===== config.mk =====
export PLATFORM = sky130hd
export DESIGN_NAME = full_adder_flat
export DESIGN_NICKNAME = d
export VERILOG_FILES = /design/src/rtl/full_adder_if.sv /design/src/rtl/full_adder.sv /design/src/flat_wrapper.sv
export SDC_FILE = /design/constraint.sdc
export NUM_CORES = 1
export LEC_CHECK = 0
export CORE_AREA = 8 8 45 47
export CTS_CLUSTER_DIAMETER = 150
export DETAILED_ROUTE_END_ITERATION = 8
export DIE_AREA = 0 0 53 55
export PLACE_DENSITY_LB_ADDON = 0.15
export SLEW_MARGIN = 0
export SYNTH_ARGS = -nofsm -noshare
export SYNTH_HDL_FRONTEND = slang
export SYNTH_SLANG_ARGS = --single-unit

===== constraint.sdc =====
create_clock -name clk -period 2.45 [get_ports clk]
set_input_delay 0.3675 -clock clk [delete_from_list [all_inputs] [get_ports clk]]
set_output_delay 0.3675 -clock clk [all_outputs]
set_load 0.05 [all_outputs]

===== src/rtl/full_adder_if.sv =====
// Operand/result bundle for the registered full adder: operands with their
// valid strobe in one direction, registered results with their valid strobe back.
interface full_adder_if #(
    parameter int WIDTH = 1
);
    logic [WIDTH-1:0] i1;
    logic [WIDTH-1:0] i2;
    logic             cin;
    logic             in_valid;
    logic [WIDTH-1:0] sum;
    logic             cout;
    logic             ovf;
    logic             out_valid;

    modport master (
        output i1, i2, cin, in_valid,
        input  sum, cout, ovf, out_valid
    );

    modport slave (
        input  i1, i2, cin, in_valid,
        output sum, cout, ovf, out_valid
    );
endinterface


===== src/rtl/full_adder.sv =====
// Registered ripple-carry adder: {cout, sum} = i1 + i2 + cin with a signed
// overflow flag, one clock of latency and a valid strobe travelling alongside.
module full_adder #(
    parameter int WIDTH = 1
) (
    input  logic         clk,
    input  logic         rst_n,
    full_adder_if.slave  bus
);

    // Carry chain of 1-bit full-adder cells; c[0] is the carry-in.
    function automatic logic [WIDTH:0] ripple_carries(
        input logic [WIDTH-1:0] a,
        input logic [WIDTH-1:0] b,
        input logic             c0
    );
        logic [WIDTH:0] c;
        c[0] = c0;
        for (int k = 0; k < WIDTH; k++) begin
            c[k+1] = (a[k] & b[k]) | (a[k] & c[k]) | (b[k] & c[k]);
        end
        return c;
    endfunction

    logic [WIDTH:0]   carry_p0;
    logic [WIDTH-1:0] sum_p0;
    logic             ovf_p0;

    always_comb begin
        carry_p0 = ripple_carries(bus.i1, bus.i2, bus.cin);
        sum_p0   = bus.i1 ^ bus.i2 ^ carry_p0[WIDTH-1:0];
        ovf_p0   = carry_p0[WIDTH] ^ carry_p0[WIDTH-1];
    end

    // ---- stage p0 -> p1: output registers ----
    logic [WIDTH-1:0] sum_p1;
    logic             cout_p1;
    logic             ovf_p1;
    logic             vld_p1;

    // Result registers load only on an accepted input, so idle operands never disturb them.
    always_ff @(posedge clk) begin
        if (!rst_n) begin
            sum_p1  <= '0;
            cout_p1 <= 1'b0;
            ovf_p1  <= 1'b0;
            vld_p1  <= 1'b0;
        end else begin
            vld_p1 <= bus.in_valid;
            if (bus.in_valid) begin
                sum_p1  <= sum_p0;
                cout_p1 <= carry_p0[WIDTH];
                ovf_p1  <= ovf_p0;
            end
        end
    end

    assign bus.sum       = sum_p1;
    assign bus.cout      = cout_p1;
    assign bus.ovf       = ovf_p1;
    assign bus.out_valid = vld_p1;

endmodule


===== src/flat_wrapper.sv =====
// flat-port wrapper written by rule: the top's interface ports become plain ports
module full_adder_flat 
#(
    parameter int WIDTH = 1
)
  (clk, rst_n, bus_i1, bus_i2, bus_cin, bus_in_valid, bus_sum, bus_cout, bus_ovf, bus_out_valid);
  full_adder_if #(.WIDTH(WIDTH)) bus_i ();
  input  logic clk;
  input  logic rst_n;
  input wire logic [$bits(bus_i.i1)-1:0] bus_i1;
  input wire logic [$bits(bus_i.i2)-1:0] bus_i2;
  input wire logic [$bits(bus_i.cin)-1:0] bus_cin;
  input wire logic [$bits(bus_i.in_valid)-1:0] bus_in_valid;
  output wire logic [$bits(bus_i.sum)-1:0] bus_sum;
  output wire logic [$bits(bus_i.cout)-1:0] bus_cout;
  output wire logic [$bits(bus_i.ovf)-1:0] bus_ovf;
  output wire logic [$bits(bus_i.out_valid)-1:0] bus_out_valid;
  assign bus_i.i1 = bus_i1;
  assign bus_i.i2 = bus_i2;
  assign bus_i.cin = bus_cin;
  assign bus_i.in_valid = bus_in_valid;
  assign bus_sum = bus_i.sum;
  assign bus_cout = bus_i.cout;
  assign bus_ovf = bus_i.ovf;
  assign bus_out_valid = bus_i.out_valid;
  full_adder #(.WIDTH(WIDTH)) u_core (.clk(clk), .rst_n(rst_n), .bus(bus_i));
endmodule

Word-level counts from Yosys, hierarchy flattened
Index checks and enable logic that the tools add are counted.
{"block": "classes", "n_bitwise": 8}
{"operator": "1-bit bitwise AND", "count": 3}
{"operator": "1-bit XOR", "count": 3}
{"operator": "1-bit OR", "count": 2}
{"block": "totals", "in_bits": 6, "out_inout_bits": 4, "ff_bits": 4}

Depth between registers and ports, before layout
{"block": "depth", "ltp_word": 4, "depth_mapped": 3, "ltp_nobuf": 3}

Least setup slack after synthesis
No wires, ideal clock.
{"block": "synth_timing", "path_type": "input -> register", "startpoint": "input bus_cin", "endpoint": "register u_core.ovf_p1 (netlist: u_core.bus.ovf)", "setup_time_ns": 0.120, "required_ns": 2.330, "arrival_ns": 1.025, "path_stages": 3, "setup_slack_ns": 1.305, "path_cell_list": "fa_1 > xnor2_1 > a21oi_1"}
{"block": "synth_between", "elab_chain_cells": 4, "word_cells_on_any_way": 5, "classes_between": "bitwise (5)"}
{"item": "start, declared", "line": "flat_wrapper.sv:12", "rtl": "input wire logic [$bits(bus_i.cin)-1:0] bus_cin;"}
{"item": "1-bit bitwise AND", "line": "full_adder.sv:20", "rtl": "c[k+1] = (a[k] & b[k]) | (a[k] & c[k]) | (b[k] & c[k]);"}
{"item": "1-bit OR (2 in a row)", "line": "full_adder.sv:20"}
{"item": "1-bit XOR (*)", "line": "full_adder.sv:32", "rtl": "ovf_p0 = carry_p0[WIDTH] ^ carry_p0[WIDTH-1];"}
{"item": "end signal, assigned", "line": "full_adder.sv:53", "rtl": "ovf_p1 <= ovf_p0;"}
{"item": "end, declared", "line": "full_adder.sv:38", "rtl": "logic ovf_p1;"}
Every way passes the cells marked *; elsewhere a longest branch is shown, timed or not.
A chain may end at the register's enable or synchronous reset.

Final worst setup path
{"block": "layout_timing", "startpoint": "register u_core.cout_p1 (netlist: u_core.bus.cout)", "endpoint": "output bus_cout"}
{"item": "start, declared", "line": "full_adder.sv:37", "rtl": "logic cout_p1;"}
{"item": "start signal, assigned", "line": "full_adder.sv:52", "rtl": "cout_p1 <= carry_p0[WIDTH];"}
{"item": "end, declared", "line": "flat_wrapper.sv:15", "rtl": "output wire logic [$bits(bus_i.cout)-1:0] bus_cout;"}
No word-level cell between the ends.

==> parameters.txt <==
Parameter                              Value

Clock network
  Depth of the CTS H-tree ... 1
  CTS tree ... built
  CTS clock-pin slew for the worst setup and hold paths ... around 40 ps
  Post-CTS repair timing setup buffer count ... 0
  Deepest clock path buffer count ... 2
  Number of buffers inserted during clock tree synthesis ... 3
  Worst-skew pair later-pin latency ... approximately 230 ps
  Root buffer cell ... sky130_fd_sc_hd__clkbuf_4
  Post-CTS Resized ... 0
  Quantity of hold-fixing buffers added after cts ... 0
  CTS sink cnt ... 4

Placement
  RD Place Congestion ... approximately 0.7
  Post-Place Worst Slack ... ~740 ps
  Placed cell areas ... ~270 µm²
  Detailed placement HPWL ... 323 µm
  Number of port buffers ... 9

STA
  Max-slew headroom ... 0.665
  Unrepaired setup endpoints after global routing ... no
  Final Hold Vio Count ... 0
  Max-slew violation count ... 0
  Setup-failing EPs final ... 0
  Clock Skew ... 0 ps
  Worst Max-Slew Pin Slew ... approximately 500 ps
  Highest attainable clock frequency ... about 580 MHz
  Slack of the critical path ... 730 ps
  Total negative slack ... 0 ps
  Share of the clock period used by the worst path after layout ... 0.702
  Minimum period implied by the final worst setup slack ... between 1500 and 2000 ps

Critical path
  Sort of element at the end of the critical path ... primary output
  Slowest stage cell, crit path ... sky130_fd_sc_hd__clkdlybuf4s50_1
  Critical path data required time ... 2080 ps
  Ordered list of cells on the worst path ... clkdlybuf4s50_1
  Setup slack, reg-to-reg ... 1820 ps
  Worst path top cell family by delay ... buffers and inverters
  Largest driver fanout on the critical path ... 2
  Largest stage delay on the critical path ... ~800 ps
  Worst path arrival time ... around 1400 ps
  Critical path buffers and inverters ... 1
  Critical path startpoint category ... flip-flop
  Category of the most critical setup path ... flip-flop to primary output

Global route
  Total congestion overflow ... 0
  Overall Global Routing Usage ... 0.0345
  First-pass GRT wire length ... 641 µm
  Number of antenna violations at the first check in global routing ... 0
  Largest net degree at the start of global routing ... 6
  Vias in the first global route ... around 150

Synthesis
  Post-synth cell types ... 8
  Yosys top cell by area ... sky130_fd_sc_hd__dfxtp_1
  Main area contributors after synthesis ... sky130_fd_sc_hd__dfxtp_1, sky130_fd_sc_hd__fa_1, sky130_fd_sc_hd__mux2i_1
  Number of cells produced by synthesis ... 13
  Total standard cell area after synthesis ... approximately 160 µm²
  Sequential cell area fraction in the yosys report ... 0.504
  Average cell area after synthesis ... ~12 µm²
  Synth warn ... 0
  Yosys reg bits ... 4
  Share of the synthesized area in the top cell type ... 0.504
  Net Count, Synth ... 20

Final layout
  Total area of multi-input combinational cells ... between 70 and 80 µm²
  Post-layout instance area ... approximately 300 µm²
  Most common cell after layout, fill and taps aside ... sky130_fd_sc_hd__clkdlybuf4s50_1
  Seq. cell area ... 80.1 µm²
  Filler instances ... around 150
  Relative area change from synthesis to final layout ... 83.5%
  Antenna Cells ... 0
  Net count of the finished layout ... 34
  Leading cell types in the layout, fill and taps excluded ... sky130_fd_sc_hd__clkdlybuf4s50_1, sky130_fd_sc_hd__dfxtp_1, sky130_fd_sc_hd__clkbuf_4
  Final core occ ... 0.211
  Fraction of final layout cells sized beyond drive strength 1 ... 0.160

Status
  Run status ... finished, final reports clean

Floorplan
  Die boundary height ... between 50 and 60 µm
  Width of the chip ... approximately 53 µm
  Top-level port count ... 10
  Core box area ... 0.00138 mm²
  Site Rows ... 14
  Initial core utilization ... 0.115
  Die Area ... approximately 0.0029 mm²

Detailed routing
  Count of routing violations after the opening detailed-route iteration ... 1
  Wire per inst ... ~9.4 µm
  DRT antenna net count ... 0
  Via Count ... 135
  Vias per cell ... 3.29
  Number of detailed-route iterations in the first pass ... 2
  Post-route DRC violation count ... 0
  Total detailed-routing wirelength ... 386 µm

Power
  Portion of total power attributed to sequential cells ... 0.360
  Gate power share ... 0.244
  Ratio of total power to cell area ... around 690 mW/mm²
  Total leakage power ... about 0.00011 µW
  Peak supply drop ... 0.375 mV
  Internal portion of total power ... 147 µW
  Net switching power ... 54.3 µW
  Clock network fraction of total power ... 0.396
  Sw Ratio ... 0.270

Run
  Number of max-capacitance violations reported ... 0

Min path
  Worst min path class ... flip-flop to flip-flop
## layer usage
| layer | GRT usage | wire length, µm |
|---|---|---|
| met1 | 0.0213 | 145 |
| met2 | 0.0469 | 175 |
| met3 | 0.0508 | 65 |
| met4 | 0.0259 | 0 |
| met5 | 0 | 0 |
## area by class of cell
type,count,share of cell area
clock buffers,3,0.0773
multi-input cells,9,0.270
flip-flops and latches,4,0.275
well taps,16,0.0687
repair buffers,9,0.309
## sequential cells by signal, summed over array words and instances, names as in the netlist
name,count
u_core.bus.out_valid,1
u_core.bus.sum,1
u_core.bus.ovf,1
u_core.bus.cout,1
## power groups by stage
stage               combinational, µW  clock [µW]  sequential [µW]
floorplan                        10.2           0             90.8
global placement                 49.9           0             73.4
detailed placement               50.1           0             73.5
CTS                              50.2        85.1             72.5
global route                     52.9        90.5             73.2
finish                           49.2        79.8             72.5
## cells by family (layout without fill, tap and decap cells)
kind of cell | count (synthesis) | after routing | synth area share
AOI/OAI and AO/OA | 2 | 2 | 0.0629
muxes | 2 | 2 | 0.126
and+or+nand+nor | 3 | 3 | 0.126
xor gates and xnor gates | 1 | 1 | 0.0551
DFF | 4 | 4 | 0.504
adders and majority gates | 1 | 1 | 0.126
buffers and inverters | 0 | 12 | 0
## cells in the mapped netlist
cell	count
sky130_fd_sc_hd__xnor2_1	1
sky130_fd_sc_hd__nor2b_1	2
sky130_fd_sc_hd__fa_1	1
sky130_fd_sc_hd__dfxtp_1	4
sky130_fd_sc_hd__mux2i_1	2
sky130_fd_sc_hd__and2_2	1
sky130_fd_sc_hd__o21ai_0	1
sky130_fd_sc_hd__a21oi_1	1
## metrics by stage
stage          hold WS (ps)  total power, µW  instances
2_1_floorplan           457              101         13
3_3_place_gp            500              123         38
3_5_place_dp            511              124         38
4_1_cts                 520              208         41
5_1_grt                 552              217         41
6_report                513              201         41
## worst paths after layout
check / end / depth (start not counted) / startpoint
worst max register to register: u_core.bus.ovf$_SDFFE_PN0P_ / 2 / u_core.bus.ovf$_SDFFE_PN0P_
worst max-delay path: bus_cout / 1 / u_core.bus.cout$_SDFFE_PN0P_
worst min register to register: u_core.bus.sum$_SDFFE_PN0P_ / 2 / u_core.bus.sum$_SDFFE_PN0P_
worst min-delay path: u_core.bus.sum$_SDFFE_PN0P_ / 2 / u_core.bus.sum$_SDFFE_PN0P_
Note: power is estimated with default switching activity, not from simulation.
